$ cat src/rtl/vfe_pkg.sv
// Shared definitions for the variable flip engine: FSM states and width helpers.
`default_nettype none

package vfe_pkg;

  typedef enum logic [1:0] {
    COLLECT = 2'd0,
    DECIDE  = 2'd1,
    OUTPUT  = 2'd2
  } state_t;

  function automatic int kb_width(input int k);
    return (k < 2) ? 1 : $clog2(k);
  endfunction

  function automatic int mcb_width(input int mc);
    return $clog2(mc + 1);
  endfunction

endpackage

`default_nettype wire

$ cat src/rtl/masked_popcount.sv
// Exact population count of (bits & mask); the result width holds MC without saturation.
`default_nettype none

module masked_popcount
  import vfe_pkg::*;
#(
  parameter int MC = 20
) (
  input  logic [MC-1:0]              bits,
  input  logic [MC-1:0]              mask,
  output logic [mcb_width(MC)-1:0]   count
);

  localparam int MCB = mcb_width(MC);

  always_comb begin
    count = '0;
    for (int i = 0; i < MC; i++) begin
      count = count + MCB'(bits[i] & mask[i]);
    end
  end

endmodule

`default_nettype wire

$ cat src/rtl/variable_flip_engine.sv
// Collects up to K candidate literals of a clause and picks the variable to flip
// (freebie, WalkSAT noise step, or greedy minimum break count).
`default_nettype none

module variable_flip_engine
  import vfe_pkg::*;
#(
  parameter int          K  = 3,
  parameter int          MC = 20,
  parameter logic [31:0] P  = 32'h6E147AE0
) (
  input  logic                       clk,
  input  logic                       reset_n,
  input  logic                       lit_valid_i,
  output logic                       lit_ready_o,
  input  logic [MC-1:0]              clause_broken_i,
  input  logic [MC-1:0]              mask_bits_i,
  input  logic                       lit_enable_i,
  input  logic                       lit_last_i,
  input  logic                       mode_i,
  input  logic [31:0]                random_i,
  output logic                       sel_valid_o,
  input  logic                       sel_ready_i,
  output logic [kb_width(K)-1:0]     selected_o,
  output logic [mcb_width(MC)-1:0]   break_value_o,
  output logic [MC-1:0]              clause_broken_bits_o,
  output logic                       no_candidate_o
);

  localparam int KB  = kb_width(K);
  localparam int MCB = mcb_width(MC);

  state_t          state;
  logic [KB-1:0]   cnt;
  logic [MCB-1:0]  slot_brk  [K];
  logic [MC-1:0]   slot_bits [K];
  logic            slot_en   [K];

  logic [MCB-1:0]  beat_brk;
  logic            beat_fire;

  masked_popcount #(.MC(MC)) u_popcount (
    .bits  (clause_broken_i),
    .mask  (mask_bits_i),
    .count (beat_brk)
  );

  assign lit_ready_o = (state == COLLECT);
  assign beat_fire   = lit_valid_i & lit_ready_o;

  // Selection network, consumed only while in DECIDE.
  logic [KB-1:0]   start;
  logic [KB-1:0]   idx;
  logic [KB-1:0]   free_idx;
  logic [KB-1:0]   noise_idx;
  logic [KB-1:0]   greedy_idx;
  logic [KB-1:0]   pick;
  logic            free_found;
  logic            any_found;
  logic [MCB-1:0]  min_brk;

  always_comb begin
    free_found = 1'b0;
    free_idx   = '0;
    noise_idx  = '0;
    greedy_idx = '0;
    any_found  = 1'b0;
    min_brk    = '0;
    idx        = '0;
    start      = KB'({16'd0, random_i[31:16]} % K);
    for (int i = K - 1; i >= 0; i--) begin
      if (slot_en[i] && slot_brk[i] == '0) begin
        free_found = 1'b1;
        free_idx   = KB'(i);
      end
    end
    // Descending offsets so the nearest eligible slot after start wins.
    for (int o = K - 1; o >= 0; o--) begin
      idx = KB'((int'(start) + o) % K);
      if (slot_en[idx]) noise_idx = idx;
    end
    for (int i = 0; i < K; i++) begin
      if (slot_en[i] && (!any_found || slot_brk[i] < min_brk)) begin
        any_found  = 1'b1;
        greedy_idx = KB'(i);
        min_brk    = slot_brk[i];
      end
    end
    if (free_found)                   pick = free_idx;
    else if (!mode_i && random_i < P) pick = noise_idx;
    else                              pick = greedy_idx;
  end

  always_ff @(posedge clk or negedge reset_n) begin
    if (!reset_n) begin
      state                <= COLLECT;
      cnt                  <= '0;
      sel_valid_o          <= 1'b0;
      selected_o           <= '0;
      break_value_o        <= '0;
      clause_broken_bits_o <= '0;
      no_candidate_o       <= 1'b0;
      for (int i = 0; i < K; i++) begin
        slot_brk[i]  <= '0;
        slot_bits[i] <= '0;
        slot_en[i]   <= 1'b0;
      end
    end else begin
      case (state)
        COLLECT: begin
          if (beat_fire) begin
            slot_brk[cnt]  <= beat_brk;
            slot_bits[cnt] <= clause_broken_i & mask_bits_i;
            slot_en[cnt]   <= lit_enable_i;
            cnt            <= cnt + 1'b1;
            if (lit_last_i || cnt == KB'(K - 1)) state <= DECIDE;
          end
        end
        DECIDE: begin
          state       <= OUTPUT;
          sel_valid_o <= 1'b1;
          if (any_found) begin
            no_candidate_o       <= 1'b0;
            selected_o           <= pick;
            break_value_o        <= slot_brk[pick];
            clause_broken_bits_o <= slot_bits[pick];
          end else begin
            no_candidate_o       <= 1'b1;
            selected_o           <= '0;
            break_value_o        <= '0;
            clause_broken_bits_o <= '0;
          end
        end
        OUTPUT: begin
          if (sel_ready_i) begin
            state       <= COLLECT;
            sel_valid_o <= 1'b0;
            cnt         <= '0;
            for (int i = 0; i < K; i++) slot_en[i] <= 1'b0;
          end
        end
        default: state <= COLLECT;
      endcase
    end
  end

endmodule

`default_nettype wire

$ cat config.mk
export PLATFORM = sky130hd
export DESIGN_NAME = variable_flip_engine
export DESIGN_NICKNAME = d
export VERILOG_FILES = /design/src/rtl/vfe_pkg.sv /design/src/rtl/masked_popcount.sv /design/src/rtl/variable_flip_engine.sv
export SDC_FILE = /design/constraint.sdc
export NUM_CORES = 1
export LEC_CHECK = 0
export CORE_ASPECT_RATIO = 0.6
export CORE_MARGIN = 4
export CORE_UTILIZATION = 56
export DETAILED_ROUTE_END_ITERATION = 10
export GPL_TIMING_DRIVEN = 0
export PLACE_DENSITY = 0.91
export SYNTH_ARGS = -nofsm -noshare
export SYNTH_HDL_FRONTEND = slang
export SYNTH_HIERARCHICAL = 1
export SYNTH_SLANG_ARGS = --single-unit
export TNS_END_PERCENT = 30
$ cat constraint.sdc
create_clock -name clk -period 5.2 [get_ports clk]
set_clock_uncertainty 0.2 [all_clocks]
set_input_delay 1.04 -clock clk [delete_from_list [all_inputs] [get_ports clk]]
set_output_delay 1.04 -clock clk [all_outputs]
set_load 0.05 [all_outputs]
After elaboration in Yosys (flattened, before gate mapping)
Cells that the tools add are included.
{"block": "totals", "reg_bits": 111}
{"block": "classes", "eq_ne": 6, "bitwise_logic": 27, "n_div": 4, "addsub": 22, "muxes": 57, "n_reduce_logical": 23, "magnitude_cmp": 9}
{"op": "$add 5x5->5", "n": 19}
{"op": "$mux 20", "n": 4}
{"op": "$mod 32x3->32 const B", "n": 2}
{"op": "$bwmux 60", "n": 1}
{"op": "$bmux 20 s2", "n": 1}
{"op": "$demux 20 s2", "n": 1}
{"op": "$lt 32x31->1 const B", "n": 1}
{"op": "$mod 16x2->32 const B", "n": 1}
{"op": "$mod 3x3->32 const B", "n": 1}
{"op": "$mux 5", "n": 6}
{"op": "$mux 2", "n": 14}
{"op": "$and 1x1->1", "n": 21}
{"op": "$and 20x20->20", "n": 1}
{"op": "$mux 1", "n": 16}
{"op": "$bwmux 15", "n": 1}
{"op": "$ge 3x3->1 const B", "n": 5}
{"op": "$logic_not 5->1", "n": 3}
{"op": "$not 2->3", "n": 5}
{"op": "$bmux 5 s2", "n": 1}
{"op": "$demux 5 s2", "n": 1}
{"op": "$lt 5x5->1", "n": 2}
{"op": "$logic_and 1x1->1", "n": 7}
{"op": "$bmux 1 s2", "n": 3}
{"op": "$mux 3", "n": 2}
{"op": "other kinds (20)", "n": 29}

Logic depth before layout (Yosys ltp)
Gate-level depths: netlist of the first run.
{"block": "logic_depth", "depth_word": 21, "mapped_depth": 41, "ltp_nobuf": 34}

Cells and area by module
The synthesis of the first run kept the hierarchy.
{"module": "variable_flip_engine", "area_per_inst_um2": 7534.7, "n_inst": 1, "cells_each": 869}
{"module": "masked_popcount", "area_per_inst_um2": 551.8, "n_inst": 1, "cells_each": 59}

Worst setup path after synthesis of the first run
OpenSTA, ideal clock, no wires.
{"block": "synth_path", "path_type": "input-to-reg", "start": "input port random_i[30]", "end": "register clause_broken_bits_o[0]", "arrival_time_ns": 8.362, "setup_ns": 0.135, "setup_slack_ns": -3.497, "path_buffers": 4, "cell_stages": 36, "required_ns": 4.865, "cell_sequence": "buf_2 > clkbuf_1 > ha_1 > and4b_1 > a211oi_2 > nand3_2 > buf_2 > or3_1 > a21o_1 > a311o_1 > a32oi_4 > mux2i_1 > o221a_2 > o221ai_1 > nor4bb_1 > nor2_1 > ha_1 > nor2_1 > and3_1 > and4_2 > xnor2_1 > ha_1 > nor2_1 > o211ai_2 > mux2_4 > ha_1 > mux2i_1 > o22ai_1 > o21bai_1 > a32oi_1 > o21ai_0 > mux2i_1 > o31a_1 > clkbuf_1 > mux2i_1 > o31ai_1"}
{"block": "synth_between", "elab_chain_len": 17, "elab_cells_between_ends": 30}
{"element": "from (decl)", "line": "variable_flip_engine.sv:21", "source": "input logic [31:0] random_i,"}
{"element": "$mod 16x2->32", "line": "variable_flip_engine.sv:70", "source": "start = KB'({16'd0, random_i[31:16]} % K);"}
{"element": "$add 2x2->3", "line": "variable_flip_engine.sv:79", "source": "idx = KB'((int'(start) + o) % K);"}
{"element": "$mod 32x3->32", "line": "variable_flip_engine.sv:79"}
{"element": "$not 2->3 (implied by the code)", "line": "variable_flip_engine.sv:80", "source": "if (slot_en[idx]) noise_idx = idx;"}
{"element": "$bmux 1 s2", "line": "variable_flip_engine.sv:80"}
{"element": "$mux 1 (implied by the code) (2 in series)", "line": "variable_flip_engine.sv:80"}
{"element": "$mux 2 (3 in series)", "line": "variable_flip_engine.sv:80"}
{"element": "$mux 2 (*)", "line": "variable_flip_engine.sv:90", "source": "else if (!mode_i && random_i < P) pick = noise_idx;"}
{"element": "$mux 2 (*)", "line": "variable_flip_engine.sv:89", "source": "if (free_found) pick = free_idx;"}
{"element": "$not 2->3 (implied by the code) (*)", "line": "variable_flip_engine.sv:126", "source": "clause_broken_bits_o <= slot_bits[pick];"}
{"element": "$bmux 20 s2 (*)", "line": "variable_flip_engine.sv:126"}
{"element": "$mux 20 (implied by the code) (*) (2 in series)", "line": "variable_flip_engine.sv:126"}
{"element": "$mux 20 (*)", "line": "variable_flip_engine.sv:122", "source": "if (any_found) begin"}
{"element": "to (signal assigned)", "line": "variable_flip_engine.sv:126"}
{"element": "to (decl)", "line": "variable_flip_engine.sv:26", "source": "output logic [MC-1:0] clause_broken_bits_o,"}
Every way passes the cells marked *; elsewhere a longest branch is shown, timed or not. The select of a mux whose other input is x is not followed.
A chain may end at the register's enable or synchronous reset.

Worst setup path in the final report of the first run
{"block": "layout_path", "start": "input port random_i[30]", "end": "register clause_broken_bits_o[19]"}
Same word-level chain as after synthesis.

==> summary.md, run 1 <==
| Metric | Value |
|---|---|
| Maximum root-to-sink buffer count | 2 |
| Clock sink count | 111 |
| Post-DP HPWL | 18.73 mm |
| MaxCap Viol Count | 0 |
| Pwr Density | 512.6 nW/um^2 |
| CTS Buf Count | 9 |
| Post-DRT Antenna Nets | 0 |
| Relative max-transition margin | 0.2827 |
| Share of synthesized registers carrying an async set or reset | 1.000 |
| TritonRoute pass-1 iters | 6 |
| Most common cell in the netlist | nand2_1 |
| Ant. Diodes | 0 |
| Initial antenna violation count | 0 |
| Largest net degree at the start of global routing | 74 |
| Synth-to-Final Area Change | 30.99% |
| Vias per cell | 6.844 |
| DP Cell Count | 1220 |
| Nets | 1202 |
| Pwr Total | 0.005430 W |
| LEAKAGE | 4.590 nW |
| Hold depth | 2 |
| RSZ-0062 raised after global routing | true |
| CTS tree | yes |
| H-tree levels | 3 |
| Vias in the first global route | 8223 |
| WP data arrival | 9.26 ns |
| Multi-input gate area | 5398 um^2 |
| EDFF count, synth | 0 |
| R2R cell count | 22 |
| WL per Instance | 22.34 um |
| # IOs | 109 |
| Startpoint types | input pin |
| Skew-Pair Late Insertion Delay | 0.35 ns |
| DR iter-0 viols | 1274 |
| Synth top area share | 0.3435 |
| #FFs+latches synth | 111 |
| Filler cells | 927 |
| Crit path top cell by count | ha_4 |
| Place WS | -5.194 ns |
| Synthesized cell area | 8087 um^2 |
| Fin. max-slew vios | 0 |
| Hold Path Sink | slot_bits[37]$_DFFE_PN0P_ |
| CP Class | in -> reg |
| Mapped Cells | 928 |
| # DRC | 0 |
| CP peak stage delay | 0.52 ns |
| CTS Root Buffer Type | clkbuf_16 |
| Die area | 16490 um^2 |
| Chip height | 101.1 um |
| Finished Cell Area | 10590 um^2 |
| Outcome | complete, but fails checks |
| Ys Warns | 6 |
| FF/Latch Area | 2778 um^2 |
| Flop2flop setup slack | -0.65 ns |
| Fin cells | 1282 |
| HP Start | slot_bits[37]$_DFFE_PN0P_ |
| PnR worst setup slack | -4.014 ns |
| Worst hold-check path type | reg -> reg |
| First-pass GRT wire length | 43.89 mm |
| Gpl congestion | 0.9888 |
| Failing checks | setup timing |
| Peak supply drop | 0.4202 mV |
| Minimum clock period | 9.214 ns |
| Ranking of synthesized cells by area | dfrtp_1 (34%), nand2_1 (6.7%), o21ai_0 (5.3%), mux2i_1 (4.2%), ha_1 (3.9%) |
| Clk slew on worst S/H paths | 0.08 ns |
| Reg2reg end | clause_broken_bits_o[6]$_DFFE_PN0P_ |
| Post-synth cell types | 97 |
| Final hold violation count | 0 |
| Die width | 163.1 um |
| CP Max Fanout | 5 |
| # rows | 33 |
| Vias | 8774 |
| Period utilization | 1.772 |
| Total Routing Usage GR | 0.3327 |
| Total nets after synthesis | 1045 |
| Top post-synthesis cells by count | nand2_1 (144), dfrtp_1 (111), o21ai_0 (86) |
| Top FF cell, synth | dfrtp_1 |
| CTS Hold Bufs | 0 |
| Final number of setup-violating endpoints | 39 |
| CP Capture Type | register |
| Critical Path RT | 5.25 ns |
| Share of cells above drive strength 1 | 0.1908 |
| Core box area | 13870 um^2 |
| Placed Area | 9475 um^2 |
| Register area share after synthesis | 0.3435 |
| Worst-Margin Slew | 1.072 ns |
| FF-to-FF Start | slot_en[2]$_DFFE_PN0P_ |
| Leading area contributor after synthesis | dfrtp_1 |
| Port bufs | 99 |
| Crit-path slowest cell | o31a_2 |
| Syn avg cell area | 8.714 um^2 |
| Global route overflow | 0 |
| F_max | 108.5 MHz |
| Initial Utilization | 0.5829 |
| Drt total wl | 28.64 mm |
==> cells in the final DEF (no fill, tap or decap), drive strengths merged, types with 17 or more instances in the layout <==
master / count
o31ai: 27
dfrtp: 111
clkdlybuf4s50: 88
nand2: 145
inv: 27
o21ai: 89
nor3: 17
nand3: 24
mux2i: 34
buf: 71
a32oi: 31
nor2: 49
clkbuf: 56
ha: 25
mux2: 18
a21oi: 48
==> kinds of logic (layout without fill, tap and decap cells) <==
| family | after synthesis | after routing | synth area share |
|---|---|---|---|
| AO/OA/AOI/OAI | 300 | 301 | 0.2607 |
| AND/OR/NAND/NOR | 319 | 319 | 0.1926 |
| buffers and inverters | 96 | 257 | 0.05029 |
| multiplexers | 52 | 52 | 0.06808 |
| XOR/XNOR | 12 | 12 | 0.01393 |
| flip-flops | 111 | 111 | 0.3435 |
| adder cells (fa/ha/maj) | 38 | 38 | 0.07086 |
==> where the power goes <==
group | internal, W | switching [W]
logic | 0.00125 | 0.00191
clock network | 0.000379 | 0.000340
registers | 0.00124 | 0.000309
==> sequential cells by signal, indices dropped and copies added, names as in the netlist <==
register and flops:
cnt 2, sel_valid_o 1, no_candidate_o 1, slot_en 3, selected_o 2, state 2
slot_brk 15, clause_broken_bits_o 20, break_value_o 5, slot_bits 60
==> what timing repair did <==
action | in CTS | in global routing
buffers inserted | 32 | 11
gates resized for setup | 73 | 43
pin swaps | 46 | 42
setup endpoints to repair | 42 | 42
cloned | 3 | 1
==> cell type report <==
type	instances	area share
Multi-Input combinational cell	722	0.5096
Clock inverter	7	0.007560
Tap cell	192	0.02268
Sequential cell	111	0.2622
Buffer	69	0.03614
Clock buffer	9	0.02126
Timing Repair Buffer	145	0.1310
Inverter	27	0.009568
==> layer usage <==
metal / vias up / global-route usage / share of wire
li1: 3747 / - / -
met1: 4196 / 0.4844 / 0.40
met2: 705 / 0.4933 / 0.43
met3: 126 / 0.09726 / 0.14
met4: 0 / 0.07539 / 0.027
met5: - / 0 / 0
==> metrics by stage <==
| step | utilization | hold WS (ns) | TNS, ns |
|---|---|---|---|
| finish | 0.7635 | 0.2913 | -107.34 |
| global route | 0.7635 | 0.3078 | -115.28 |
| CTS | 0.7445 | 0.2875 | -98.84 |
| detailed placement | 0.6830 | 0.2704 | -150.95 |
| floorplan | - | 0.2492 | -85.59 |
| global placement | 0.6812 | 0.2599 | -272.88 |
==> critical path, delay by kind of cell <==
kind	cells	cell delay, ns
AND/OR/NAND/NOR	9	1.45
multiplexers	5	1.21
AO/OA/AOI/OAI	14	3.78
buffers and inverters	5	0.70
adder cells (fa/ha/maj)	4	0.96
XOR/XNOR	1	0.09
==> worst max-delay path by stage <==
stage | start | cells past startpoint | slack [ns] | endpoint
finish | random_i[30] | 38 | -4.01 | clause_broken_bits_o[19]$_DFFE_PN0P_
global route | random_i[30] | 38 | -4.31 | clause_broken_bits_o[19]$_DFFE_PN0P_
CTS | random_i[30] | 38 | -3.60 | clause_broken_bits_o[12]$_DFFE_PN0P_
detailed placement | random_i[30] | 37 | -5.19 | clause_broken_bits_o[6]$_DFFE_PN0P_
global placement | random_i[30] | 37 | -5.00 | clause_broken_bits_o[11]$_DFFE_PN0P_
floorplan | random_i[30] | 35 | -3.06 | clause_broken_bits_o[10]$_DFFE_PN0P_
Power figures use the tool's default switching activity.
==> run 2, diff against run 1 <==
--- a/config.mk
+++ b/config.mk
@@ -11,6 +11,7 @@
 export DETAILED_ROUTE_END_ITERATION = 10
 export GPL_TIMING_DRIVEN = 0
 export PLACE_DENSITY = 0.91
+export RECOVER_POWER = 100
 export SYNTH_ARGS = -nofsm -noshare
 export SYNTH_HDL_FRONTEND = slang
 export SYNTH_HIERARCHICAL = 1
==> summary.md, run 2 (synthesis results as in run 1) <==
| Metric | Value |
|---|---|
| Outcome | complete, but fails checks |
| Failing checks | capacitance limit, slew limit, setup timing |
| Pwr Density | 509.3 nW/um^2 |
| Worst-Margin Slew | 2.085 ns |
| Vias per cell | 6.813 |
| Largest net degree at the start of global routing | 74 |
| Setup TNS | -107.52 ns |
| Post-DRT Antenna Nets | 0 |
| Core box area | 13870 um^2 |
| DP Cell Count | 1220 |
| Place WS | -5.194 ns |
| Fin cells | 1282 |
| WL per Instance | 22.36 um |
| H-tree levels | 3 |
| Critical Path RT | 5.25 ns |
| Minimum clock period | 9.196 ns |
| Largest register FFs | 60 |
| CP peak stage delay | 0.52 ns |
| Drt total wl | 28.67 mm |
| Global route overflow | 0 |
| Vias in the first global route | 8223 |
| DR iter-0 viols | 1357 |
| RSZ-0062 raised after global routing | true |
| Maximum root-to-sink buffer count | 2 |
| LEAKAGE | 4.655 nW |
| Fin. max-slew vios | 114 |
| Regs by FF count | slot_bits (60), clause_broken_bits_o (20), slot_brk (15) |
| Most flops, register | slot_bits |
| Gpl congestion | 0.9888 |
| Startpoint types | input pin |
| Synth-to-Final Area Change | 30.64% |
| Total Routing Usage GR | 0.3327 |
| CP Class | in -> reg |
| Nets | 1202 |
| Final hold violation count | 0 |
| Commonest non-fill, non-tap cell in the layout | nand2_1 |
| F_max | 108.7 MHz |
| CTS Buf Count | 9 |
| Vias | 8734 |
| Pwr Total | 0.005380 W |
| Crit-path slowest cell | o31a_2 |
| # DRC | 0 |
| Share of cells above drive strength 1 | 0.1890 |
| Initial antenna violation count | 0 |
| CTS tree | yes |
| # IOs | 109 |
| TritonRoute pass-1 iters | 7 |
| CTS Root Buffer Type | clkbuf_16 |
| WP data arrival | 9.25 ns |
| Peak supply drop | 0.4025 mV |
| Clk slew on worst S/H paths | 0.08 ns |
| Ant. Diodes | 0 |
| Filler cells | 932 |
| Skew-Pair Late Insertion Delay | 0.35 ns |
| Die area | 16490 um^2 |
| Post-DP HPWL | 18.73 mm |
| # rows | 33 |
| Port bufs | 99 |
| Chip height | 101.1 um |
| PnR worst setup slack | -3.996 ns |
| Core Util, Final | 0.7615 |
| Clock sink count | 111 |
| Worst hold-check path type | reg -> reg |
| CTS Hold Bufs | 0 |
| Crit path top cell by count | ha_4 |
| Most frequent cells in the layout | nand2_1 (142), dfrtp_1 (111), o21ai_0 (80) |
| CP Max Fanout | 5 |
| Relative max-transition margin | -0.3900 |
| Initial Utilization | 0.5829 |
| First-pass GRT wire length | 43.89 mm |
| MaxCap Viol Count | 2 |
| Period utilization | 1.768 |
| CP Capture Type | register |
| Final number of setup-violating endpoints | 39 |
| Die width | 163.1 um |
## run 2: cell types whose count changed in the layout (fill, tap and decap cells not counted)
cell / change
dlygate4sd3_1: +32
clkbuf_1: +1
and2_0: +1
clkbuf_2: +1
clkdlybuf4s50_1: -32
and2_4: -1
buf_16: -1
buf_4: -1
## run 2: area by class of cell
cell class	count	area [um^2]	share of cell area
Buffer	69	382.9	0.03624
Timing Repair Buffer	145	1361	0.1289
Clock inverter	7	80.08	0.007580
Clock buffer	9	225.2	0.02132
Inverter	27	101.3	0.009594
Tap cell	192	240.2	0.02274
Sequential cell	111	2778	0.2629
Multi-Input combinational cell	722	5395	0.5107
## run 2: final timing paths
check | depth (start not counted) | to | slack, ns | startpoint
min in group asynchronous | 1 | clause_broken_bits_o[4]$_DFFE_PN0P_ | 1.09 | reset_n
max reg2reg | 22 | clause_broken_bits_o[6]$_DFFE_PN0P_ | -0.60 | slot_en[2]$_DFFE_PN0P_
max in group asynchronous | 2 | clause_broken_bits_o[12]$_DFFE_PN0P_ | 1.04 | reset_n
max | 38 | clause_broken_bits_o[19]$_DFFE_PN0P_ | -4.00 | random_i[30]
min | 2 | slot_bits[37]$_DFFE_PN0P_ | 0.29 | slot_bits[37]$_DFFE_PN0P_
min reg2reg | 2 | slot_bits[37]$_DFFE_PN0P_ | 0.29 | slot_bits[37]$_DFFE_PN0P_
## run 2: stage by stage
| stage | hold slack, ns | instance area, um^2 |
|---|---|---|
| finish | 0.2872 | 10560 |
| global route | 0.3026 | 10560 |
| CTS | 0.2875 | 10330 |
| detailed placement | 0.2704 | 9475 |
| global placement | 0.2599 | 9450 |
| floorplan | 0.2492 | 8219 |
## run 2: what timing repair did
action / in CTS / in global routing
setup buffers: 32 / 11
cloned: 3 / 1
gates resized for setup: 73 / 43
endpoints found under the setup margin: 42 / 42
pin swaps: 46 / 42
## run 2: power by group
| group | internal (W) | leakage, nW | total, W | switching [W] |
|---|---|---|---|---|
| Sequential | 0.00124 | 1.46 | 0.00155 | 0.000309 |
| Combinational | 0.00121 | 3.06 | 0.00311 | 0.00191 |
| Clock | 0.000379 | 0.143 | 0.000718 | 0.000338 |
## run 2: worst max-delay path, delay by kind of cell
kind                       cells  cell delay (ns)
muxes                          5             1.21
adders and majority gates      4             0.96
xor gates and xnor gates       1             0.09
AOI/OAI and AO/OA             14             3.75
buffers and inverters          5             0.71
and+or+nand+nor                9             1.46
## run 2: routing by layer
metal  vias to the layer above  GRT usage  routed length (um)
met3                       114    0.09726                3915
met2                       697     0.4933               12410
met5                         -          0                   0
met4                         0    0.07539                 774
li1                       3750          -                   -
met1                      4173     0.4844               11570
